File: config.mk
export PLATFORM = sky130hd
export DESIGN_NAME = if_id_register
export DESIGN_NICKNAME = d
export VERILOG_FILES = /design/src/rtl/if_id_register.sv
export SDC_FILE = /design/constraint.sdc
export NUM_CORES = 1
export LEC_CHECK = 0
export ABC_AREA = 1
export BUFFER_PORTS_ARGS = -buffer_cell sky130_fd_sc_hd__buf_2
export CORE_ASPECT_RATIO = 1.4
export CORE_UTILIZATION = 51
export DETAILED_ROUTE_END_ITERATION = 8
export HOLD_SLACK_MARGIN = 0.03
export PLACE_DENSITY = 0.86
export SLEW_MARGIN = 20
export SYNTH_ARGS = -nofsm -noshare
export SYNTH_HDL_FRONTEND = slang
export SYNTH_SLANG_ARGS = --single-unit
File: constraint.sdc
create_clock -name clk -period 2.45 [get_ports clk]
set_input_delay 0.49 -clock clk [delete_from_list [all_inputs] [get_ports clk]]
set_output_delay 0.49 -clock clk [all_outputs]
set_load 0.02 [all_outputs]
File: src/rtl/if_id_register.sv
// if_id_register: IF/ID pipeline register with load-use stall detection,
// flush/halt bubble insertion and saturating stall/flush event counters.
module if_id_register #(
    parameter logic [31:0] NOP_INST = 32'h0000_0000,
    parameter int          CNT_W    = 8
) (
    input  logic             clk,
    input  logic             reset,
    input  logic [31:0]      if_inst,
    input  logic [31:0]      if_pc4,
    input  logic             if_halted,
    input  logic             pc_src,
    input  logic             jump,
    input  logic             jump_register,
    input  logic             ex_mem_read,
    input  logic [4:0]       ex_rt,
    output logic [31:0]      id_inst,
    output logic [31:0]      id_pc4,
    output logic             id_valid,
    output logic             id_halted,
    output logic             bubble,
    output logic             pc_enable,
    output logic             halt_pending,
    output logic [CNT_W-1:0] stall_count,
    output logic [CNT_W-1:0] flush_count
);
    logic [31:0]      inst_q, inst_d, pc4_q, pc4_d;
    logic             valid_q, valid_d, halted_q, halted_d, hp_q, hp_d;
    logic [CNT_W-1:0] stall_cnt_q, stall_cnt_d, flush_cnt_q, flush_cnt_d;
    logic             stall, redirect, flush;

    // Writes to $zero are discarded, so a load targeting it can never cause a hazard.
    assign stall    = valid_q & ex_mem_read & (ex_rt != 5'd0) &
                      (ex_rt == inst_q[25:21] | ex_rt == inst_q[20:16]);
    assign redirect = pc_src | jump | jump_register;
    assign flush    = ~stall & ~hp_q & redirect;

    always_comb begin
        inst_d   = inst_q;
        pc4_d    = pc4_q;
        valid_d  = valid_q;
        halted_d = halted_q;
        hp_d     = hp_q;
        if (!stall) begin
            if (hp_q) begin
                inst_d   = NOP_INST;
                valid_d  = 1'b0;
                halted_d = 1'b0;
            end else if (redirect) begin
                inst_d   = NOP_INST;
                pc4_d    = 32'h0;
                valid_d  = 1'b0;
                halted_d = 1'b0;
            end else begin
                inst_d   = if_inst;
                pc4_d    = if_pc4;
                valid_d  = 1'b1;
                halted_d = if_halted;
                hp_d     = if_halted;
            end
        end
        stall_cnt_d = (stall && stall_cnt_q != '1) ? stall_cnt_q + CNT_W'(1) : stall_cnt_q;
        flush_cnt_d = (flush && flush_cnt_q != '1) ? flush_cnt_q + CNT_W'(1) : flush_cnt_q;
    end

    always_ff @(posedge clk) begin
        if (reset) begin
            inst_q      <= NOP_INST;
            pc4_q       <= 32'h0;
            valid_q     <= 1'b0;
            halted_q    <= 1'b0;
            hp_q        <= 1'b0;
            stall_cnt_q <= '0;
            flush_cnt_q <= '0;
        end else begin
            inst_q      <= inst_d;
            pc4_q       <= pc4_d;
            valid_q     <= valid_d;
            halted_q    <= halted_d;
            hp_q        <= hp_d;
            stall_cnt_q <= stall_cnt_d;
            flush_cnt_q <= flush_cnt_d;
        end
    end

    assign id_inst      = inst_q;
    assign id_pc4       = pc4_q;
    assign id_valid     = valid_q;
    assign id_halted    = halted_q;
    assign halt_pending = hp_q;
    assign stall_count  = stall_cnt_q;
    assign flush_count  = flush_cnt_q;
    assign bubble       = stall;
    assign pc_enable    = ~stall & ~hp_q & ~(if_halted & ~redirect);
endmodule

==> results of run 1 <==
## sequential cells by signal, indices dropped and copies added (netlist names)
register	count
id_halted	1
id_valid	1
halt_pending	1
stall_count	8
flush_count	8
id_pc4	32
id_inst	32
## synthesized netlist by cell type, drive strengths merged, types with 3 or more instances
library cell  instances  area, sq um
xnor2                 5         43.8
nand4                 9         56.3
nor3                  4         20.0
nor2                 32          128
a21oi                74          475
nand3                13         65.1
nand2               182          746
o21bai                3         22.5
dfxtp                83         1660
clkbuf                9         33.8
inv                  32          120
xor2                  3         26.3
buf                  15          129
## power breakdown
part	internal (mW)	switching, mW
sequential	1.37	0.0171
combinational	0.108	0.162
clock	0.593	0.532
total	2.08	0.711
## per-layer routing
metal  vias up  GRT usage (%)
met2       129           46.6
met1      1632           24.8
met3        21           4.60
met5         -              0
met4         0           13.0
li1       1798              -
## area by class of cell
class | count | area, sq um | share of cell area [%]
clock inverters | 7 | 106 | 2.28
clock buffers | 9 | 124 | 2.66
flip-flops and latches | 83 | 1660 | 35.7
multi-input cells | 329 | 1620 | 34.7
well taps | 92 | 115 | 2.47
repair buffers | 169 | 906 | 19.4
inverters | 34 | 129 | 2.77
## critical path, cell delays in order, from the launching register on
cell and delay [ns]:
dfxtp_1 0.41, nor2_1 0.08, nor2_1 0.10, nor2_1 0.05
nand3_1 0.06, nand2_1 0.06, nand2_2 0.21, nand2_4 0.10
nor2_1 0.11, buf_2 0.18
## stage by stage
step / hold WS [ns] / std cells / setup slack [ns] / utilization [%] / total power, mW
2_1_floorplan: 0.540 / 470 / 0.530 / - / 1.57
3_3_place_gp: 0.450 / 707 / 0.433 / 66.5 / 1.68
3_5_place_dp: 0.455 / 707 / 0.362 / 66.5 / 1.69
4_1_cts: 0.348 / 723 / 0.238 / 70.0 / 2.81
5_1_grt: 0.351 / 723 / 0.0759 / 70.0 / 2.89
6_report: 0.356 / 723 / 0.244 / 70.0 / 2.79
## cell families after synthesis
kind of cell               share of synthesized area [%]
buffers and inverters                               8.16
xor gates and xnor gates                            1.96
DFF                                                 46.5
AOI/OAI and AO/OA                                   14.2
adders and majority gates                          0.701
and+or+nand+nor                                     28.4
## final timing paths
path / slack (ns) / endpoint / cells after the start
max: 0.24 / pc_enable / 9
min: 0.36 / id_inst[10] / 3
min reg2reg: 0.47 / id_pc4[19] / 2
max reg2reg: 0.59 / stall_count[5] / 11
==> impl_metrics.env, run 1 <==
export IMPL_rows=35
export IMPL_syn_nets=548
export IMPL_vias_per_cell=4.95
export IMPL_yosysSeqAreaShare_pct=46.5
export IMPL_drc_errors=0
export IMPL_met3WireLength_microns=514
export IMPL_path_max_fanout=11
export IMPL_post_cts_setup_buffer_count=0
export IMPL_io_buffer_count=160
export IMPL_synth_cells=470
export IMPL_drive_above_1_share_pct=38.2
export IMPL_grt_pass1_wl_mm=14.1
export IMPL_relSlewSlack_pct=60.0
export IMPL_highest_layer="met4"
export IMPL_postCtsResizedCells=0
export IMPL_post_synth_cell_area_avg_sq_um=7.60
export IMPL_cts_root_buf="clkbuf_8"
export IMPL_via_count=3580
export IMPL_clock_sinks=83
export IMPL_drt_met1_wl_mm=3.58
export IMPL_initial_core_util_pct=53.6
export IMPL_place_area_sq_mm=0.00443
export IMPL_area_delta_synth_final_pct=30.5
export IMPL_hold_viol_final=0
export IMPL_grt_pass1_vias=3458
export IMPL_drv_cap=0
export IMPL_final_cell_area_sq_mm=0.00466
export IMPL_rsz0062_at_grt="false"
export IMPL_layout_common_cells="160 x buf_2, 159 x nand2_1, 83 x dfxtp_1"
export IMPL_firstDrtPassIters=4
export IMPL_crit_path_start_kind="flop"
export IMPL_hold_class="in2reg"
export IMPL_cts_buffers=9
export IMPL_ant_nets=0
export IMPL_min_from="if_inst[10]"
export IMPL_ctsHoldBuffers=0
export IMPL_grt_usage_pct=24.6
export IMPL_die_h_microns=101
export IMPL_finalCritPeriodShare_pct=90.0
export IMPL_worstPathArrival_ns=1.72
export IMPL_fmax_mhz=453
export IMPL_layout_nets=704
export IMPL_max_vdd_ir_drop_mv=0.444
export IMPL_critPathRequiredTime_ns=1.96
export IMPL_initialDrtViolationCount=153
export IMPL_finalSetupTns_ns=0
export IMPL_antenna_found_initial=0
export IMPL_globalRouteOverflowTotal=0
export IMPL_synth_warnings=0
export IMPL_grt_max_degree=35
export IMPL_ios=161
export IMPL_globalplace_congestion=0.809
export IMPL_core_area_sq_mm=0.00666
export IMPL_ys_types=26
export IMPL_wl_met2_mm=4.72
export IMPL_cts_max_path_buffers=2
export IMPL_maxSlewViolCount=0
export IMPL_async_flop_share_pct=0
export IMPL_post_drt_wl_per_cell_microns=12.5
export IMPL_ys_flop_type="dfxtp_1"
export IMPL_cellPowerDensity_mw_per_mm2=598
export IMPL_worst_slew_pin_slew_ns=0.600
export IMPL_setup_viol=0
export IMPL_clock_skew_ns=0.0162
export IMPL_cts_tree="yes"
export IMPL_die_area_sq_mm=0.00735
export IMPL_hpwlAfterDp_mm=6.79
export IMPL_critPathCaptureType="output port"
export IMPL_leakage_nw=2.15
export IMPL_synth_edf_count=0
export IMPL_crit_start="id_inst[16]"
export IMPL_antenna_cells=0
export IMPL_synth_seq_cells=83
export IMPL_outcome="finished clean"
export IMPL_drt_wl_total_mm=9.03
export IMPL_clk_insertion_delay_late_ns=0.37
export IMPL_critical_path_class="reg2out"
export IMPL_rr_startpoint="id_inst[16]"
export IMPL_syn_area_sq_mm=0.00357
export IMPL_fill_cells=606
export IMPL_period_needed_ns=2.21
export IMPL_die_w_microns=72.7
export IMPL_final_common_cell="buf_2"
export IMPL_cts_reportedPaths_clkPinSlew_ns=0.10
export IMPL_h_tree_depth=3
Power figures use the tool's default switching activity.
==> run 2: changes to the inputs <==
--- a/config.mk
+++ b/config.mk
@@ -6,12 +6,12 @@
 export NUM_CORES = 1
 export LEC_CHECK = 0
 export ABC_AREA = 1
-export BUFFER_PORTS_ARGS = -buffer_cell sky130_fd_sc_hd__buf_2
 export CORE_ASPECT_RATIO = 1.4
-export CORE_UTILIZATION = 51
+export CORE_UTILIZATION = 55
 export DETAILED_ROUTE_END_ITERATION = 8
+export DONT_BUFFER_PORTS = 1
 export HOLD_SLACK_MARGIN = 0.03
-export PLACE_DENSITY = 0.86
+export PLACE_DENSITY = 0.7
 export SLEW_MARGIN = 20
 export SYNTH_ARGS = -nofsm -noshare
 export SYNTH_HDL_FRONTEND = slang
==> impl_metrics.env, run 2 (synthesized netlist as in run 1, its figures left out) <==
export IMPL_outcome="finished clean"
export IMPL_fmax_mhz=443
export IMPL_crit_path_start_kind="flop"
export IMPL_clock_sinks=83
export IMPL_path_max_fanout=18
export IMPL_wl_met2_mm=3.60
export IMPL_leakage_nw=1.35
export IMPL_h_tree_depth=3
export IMPL_setup_viol=0
export IMPL_slowest_stage="dfxtp_1"
export IMPL_cts_tree="yes"
export IMPL_cts_reportedPaths_clkPinSlew_ns=0.08
export IMPL_die_h_microns=97.3
export IMPL_postCtsResizedCells=0
export IMPL_rows=34
export IMPL_io_buffer_count=0
export IMPL_initialDrtViolationCount=104
export IMPL_worstPathArrival_ns=1.77
export IMPL_globalplace_congestion=0.778
export IMPL_layout_common_cells="159 x nand2_1, 83 x dfxtp_1, 46 x a21oi_1"
export IMPL_max_vdd_ir_drop_mv=0.457
export IMPL_drt_wl_total_mm=7.43
export IMPL_met3WireLength_microns=664
export IMPL_ctsHoldBuffers=0
export IMPL_antenna_found_initial=0
export IMPL_die_area_sq_mm=0.00682
export IMPL_ios=161
export IMPL_vias_per_cell=5.35
export IMPL_cp_common_cell="nor2_1"
export IMPL_grt_pass1_vias=2827
export IMPL_final_common_cell="nand2_1"
export IMPL_firstDrtPassIters=4
export IMPL_grt_pass1_wl_mm=12.4
export IMPL_period_needed_ns=2.26
export IMPL_clk_insertion_delay_late_ns=0.36
export IMPL_rsz0062_at_grt="false"
export IMPL_cts_max_path_buffers=2
export IMPL_clock_skew_ns=0.0125
export IMPL_grt_usage_pct=22.6
export IMPL_via_count=2871
export IMPL_relSlewSlack_pct=75.4
export IMPL_drt_met1_wl_mm=2.97
export IMPL_dp_cells=522
export IMPL_initial_core_util_pct=57.1
export IMPL_cpPeakStageDelay_ns=0.48
export IMPL_finalSetupTns_ns=0
export IMPL_maxSlewViolCount=0
export IMPL_critPathCaptureType="output port"
export IMPL_area_delta_synth_final_pct=5.47
export IMPL_finalCritPeriodShare_pct=92.1
export IMPL_final_cells=537
export IMPL_drive_above_1_share_pct=16.3
export IMPL_grt_max_degree=79
export IMPL_cellPowerDensity_mw_per_mm2=700
export IMPL_critPathRequiredTime_ns=1.96
export IMPL_hold_class="in2reg"
export IMPL_drv_cap=0
export IMPL_die_w_microns=70.1
export IMPL_worstPathCellList="nor2_1, nor2_1, nor2_1, nand3_1, nand2_1, nand2_2, clkinv_2"
export IMPL_worst_slew_pin_slew_ns=0.369
export IMPL_post_drt_wl_per_cell_microns=13.8
export IMPL_ant_nets=0
export IMPL_antenna_cells=0
export IMPL_critical_path_class="reg2out"
export IMPL_core_area_sq_mm=0.00625
export IMPL_hold_viol_final=0
export IMPL_layout_nets=539
export IMPL_cts_buffers=9
export IMPL_hpwlAfterDp_mm=5.10
export IMPL_post_cts_setup_buffer_count=0
export IMPL_globalRouteOverflowTotal=0
export IMPL_highest_layer="met4"
export IMPL_drc_errors=0
export IMPL_cts_root_buf="clkbuf_8"
[run 2: changes by cell type in the layout (fill, tap and decap cells not counted), sizes merged]
cell      delta
clkbuf       +1
buf        -165
inv          -2
clkinv       -1
clkinvlp     +1
[run 2: final timing paths]
check,start,to,slack [ns],depth (start not counted)
max,id_inst[16],bubble,0.19,7
min,reset,id_inst[20],0.20,1
max reg2reg,id_inst[17],id_inst[14],0.42,11
min reg2reg,id_pc4[23],id_pc4[23],0.56,2
[run 2: worst max-delay path: cells and delay by family, from the launching register on]
| kind | cells | cell delay, ns |
|---|---|---|
| buffers and inverters | 1 | 0.33 |
| DFF | 1 | 0.48 |
| and+or+nand+nor | 6 | 0.59 |
[run 2: power by group]
group          total (mW)  switching, mW  internal [mW]  leakage, nW
combinational       0.109         0.0674         0.0416        0.568
sequential           1.43         0.0531           1.37        0.672
clock                1.10          0.498          0.603        0.109
[run 2: metrics by stage]
stage	utilization, %	power, mW	hold WS [ns]	setup slack [ns]	area, sq um
2_1_floorplan	-	1.57	0.540	0.530	3570
3_3_place_gp	56.6	1.57	0.549	0.449	3540
3_5_place_dp	56.6	1.57	0.553	0.418	3540
4_1_cts	60.2	2.67	0.164	0.0719	3760
5_1_grt	60.2	2.74	0.156	0.0230	3770
6_report	60.2	2.64	0.201	0.193	3770
[run 2: metal layers]
layer	vias to the layer above	GRT usage (%)
li1	1462	-
met1	1268	22.9
met2	125	39.3
met3	16	8.92
met4	0	11.4
met5	-	0
[run 2: area by class of cell]
| class | count | area (sq um) |
|---|---|---|
| clock buffer | 10 | 138 |
| clock inverter | 5 | 85.1 |
| fill | 566 | 2490 |
| inverter | 34 | 129 |
| multi-input combinational | 329 | 1620 |
| sequential | 83 | 1660 |
| tap | 72 | 90.1 |
| timing repair buffer | 4 | 42.5 |
==> run 3: changes to the inputs <==
--- a/config.mk
+++ b/config.mk
@@ -5,7 +5,6 @@
 export SDC_FILE = /design/constraint.sdc
 export NUM_CORES = 1
 export LEC_CHECK = 0
-export ABC_AREA = 1
 export CORE_ASPECT_RATIO = 1.4
 export CORE_UTILIZATION = 55
 export DETAILED_ROUTE_END_ITERATION = 8
==> impl_metrics.env, run 3 <==
export IMPL_final_common_cell="dfxtp_1"
export IMPL_ys_flop_type="dfxtp_1"
export IMPL_antenna_cells=0
export IMPL_netlist_area_leader_share_pct=48.9
export IMPL_die_area_sq_mm=0.00649
export IMPL_cts_tree="yes"
export IMPL_firstDrtPassIters=4
export IMPL_die_w_microns=68.4
export IMPL_cts_max_path_buffers=2
export IMPL_layout_nets=481
export IMPL_timing_hold_ws_ns=0.207
export IMPL_worst_slew_pin_slew_ns=0.396
export IMPL_grt_pass1_vias=2568
export IMPL_synth_area_leader_cell="dfxtp_1"
export IMPL_drt_wl_total_mm=8.08
export IMPL_rsz0062_at_grt="false"
export IMPL_post_drt_wl_per_cell_microns=16.9
export IMPL_synth_area_leaders="dfxtp_1 49%, nand3_1 11%, a21oi_1 10%"
export IMPL_yosysMostFrequentCell="dfxtp_1"
export IMPL_ctsHoldBuffers=0
export IMPL_clock_skew_ns=0.0119
export IMPL_seq_area_sq_mm=0.00167
export IMPL_fin_util_pct=62.0
export IMPL_drv_cap=0
export IMPL_initialDrtViolationCount=145
export IMPL_grt_pass1_wl_mm=11.5
export IMPL_syn_nets=492
export IMPL_yosysSeqAreaShare_pct=48.9
export IMPL_layout_common_cells="77 x dfxtp_1, 76 x nand3_1, 71 x a21oi_1"
export IMPL_initial_core_util_pct=57.5
export IMPL_hold_class="in2reg"
export IMPL_area_delta_synth_final_pct=7.81
export IMPL_drc_errors=0
export IMPL_maxSlewViolCount=0
export IMPL_synth_commonest_cells="83 x dfxtp_1, 76 x nand3_1, 71 x a21oi_1"
export IMPL_die_h_microns=95.0
export IMPL_path_max_fanout=50
export IMPL_synth_cells=414
export IMPL_globalRouteOverflowTotal=0
export IMPL_globalplace_congestion=0.768
export IMPL_relSlewSlack_pct=73.5
export IMPL_fmax_mhz=442
export IMPL_clk_insertion_delay_late_ns=0.35
export IMPL_clock_sinks=83
export IMPL_cts_buffers=9
export IMPL_synth_warnings=0
export IMPL_critical_path_class="reg2out"
export IMPL_hpwlAfterDp_mm=5.26
export IMPL_syn_area_sq_mm=0.00339
export IMPL_h_tree_depth=3
export IMPL_io_buffer_count=0
export IMPL_finalSetupTns_ns=0
export IMPL_crit_path_start_kind="flop"
export IMPL_critPathRequiredTime_ns=1.96
export IMPL_synth_seq_cells=83
export IMPL_fill_cells=556
export IMPL_grt_max_degree=89
export IMPL_multi_input_area_sq_mm=0.00162
export IMPL_leakage_nw=1.19
export IMPL_drive_above_1_share_pct=11.3
export IMPL_via_count=2917
export IMPL_setup_viol=0
export IMPL_cellPowerDensity_mw_per_mm2=671
export IMPL_finalCritPeriodShare_pct=92.4
export IMPL_grt_usage_pct=23.5
export IMPL_ios=161
export IMPL_ant_nets=0
export IMPL_critPathCaptureType="output port"
export IMPL_worstPathArrival_ns=1.77
export IMPL_cts_root_buf="clkbuf_8"
export IMPL_period_needed_ns=2.26
export IMPL_core_area_sq_mm=0.00590
export IMPL_cts_reportedPaths_clkPinSlew_ns=0.09
export IMPL_outcome="finished clean"
export IMPL_ys_types=34
export IMPL_antenna_found_initial=0
export IMPL_post_synth_cell_area_avg_sq_um=8.20
export IMPL_rows=33
export IMPL_max_vdd_ir_drop_mv=0.421
export IMPL_hold_viol_final=0
export IMPL_vias_per_cell=6.10
export IMPL_async_flop_share_pct=0
export IMPL_synth_edf_count=0
-- run 3: cell type report --
type,instances,area share [%]
Tap cell,70,2.39
Sequential cell,83,45.6
Timing Repair Buffer,11,2.60
Multi-Input combinational cell,296,44.1
Clock inverter,6,1.30
Clock buffer,10,3.76
Inverter,2,0.205
-- run 3: power by group --
group	internal, mW	switching [mW]
registers	1.37	0.0519
clock network	0.403	0.517
logic	0.0485	0.0610
-- run 3: path summary, 6_finish.rpt --
check	start	slack [ns]	cells past startpoint	end
worst max register to register	id_inst[22]	0.51	7	stall_count[7]
worst min-delay path	reset	0.21	1	id_inst[25]
worst max-delay path	id_inst[22]	0.19	6	bubble
worst min register to register	id_inst[25]	0.53	2	id_inst[25]
-- run 3: logic make-up after synthesis --
family,synth area share [%]
AO/OA/AOI/OAI,18.8
XOR/XNOR,3.35
adder cells (fa/ha/maj),0.737
buffers and inverters,4.13
flip-flops,48.9
multiplexers,1.62
AND/OR/NAND/NOR,22.4
-- run 3: stage by stage --
step           setup slack [ns]  instance area, sq um  instances  power (mW)
2_1_floorplan            0.0326                  3400        414        1.56
3_3_place_gp              0.256                  3450        461        1.56
3_5_place_dp              0.248                  3450        461        1.56
4_1_cts                  0.0301                  3650        477        2.47
5_1_grt                  0.0507                  3660        478        2.54
6_report                  0.186                  3660        478        2.45
-- run 3: what timing repair did --
| item | in CTS | in global routing |
|---|---|---|
| setup buffers | 0 | 1 |
| resized for setup | 2 | 5 |
| setup endpoints to repair | 1 | 1 |
| cloned | 0 | 0 |
| pin swaps | 0 | 1 |
-- run 3: critical path: stages, from the launching register on --
cell and delay (ns):
dfxtp_1 0.51, xnor2_1 0.16, nand2_1 0.11, o22ai_4 0.17, nand2_1 0.11, inv_2 0.11
buf_12 0.24
-- run 3: layer usage --
layer	share of wire, %	wire (microns)	GRT usage, %
met4	1.6	128	11.8
met2	49	4000	40.9
met1	40	3210	25.1
met5	0	0	0
met3	9.3	748	6.64
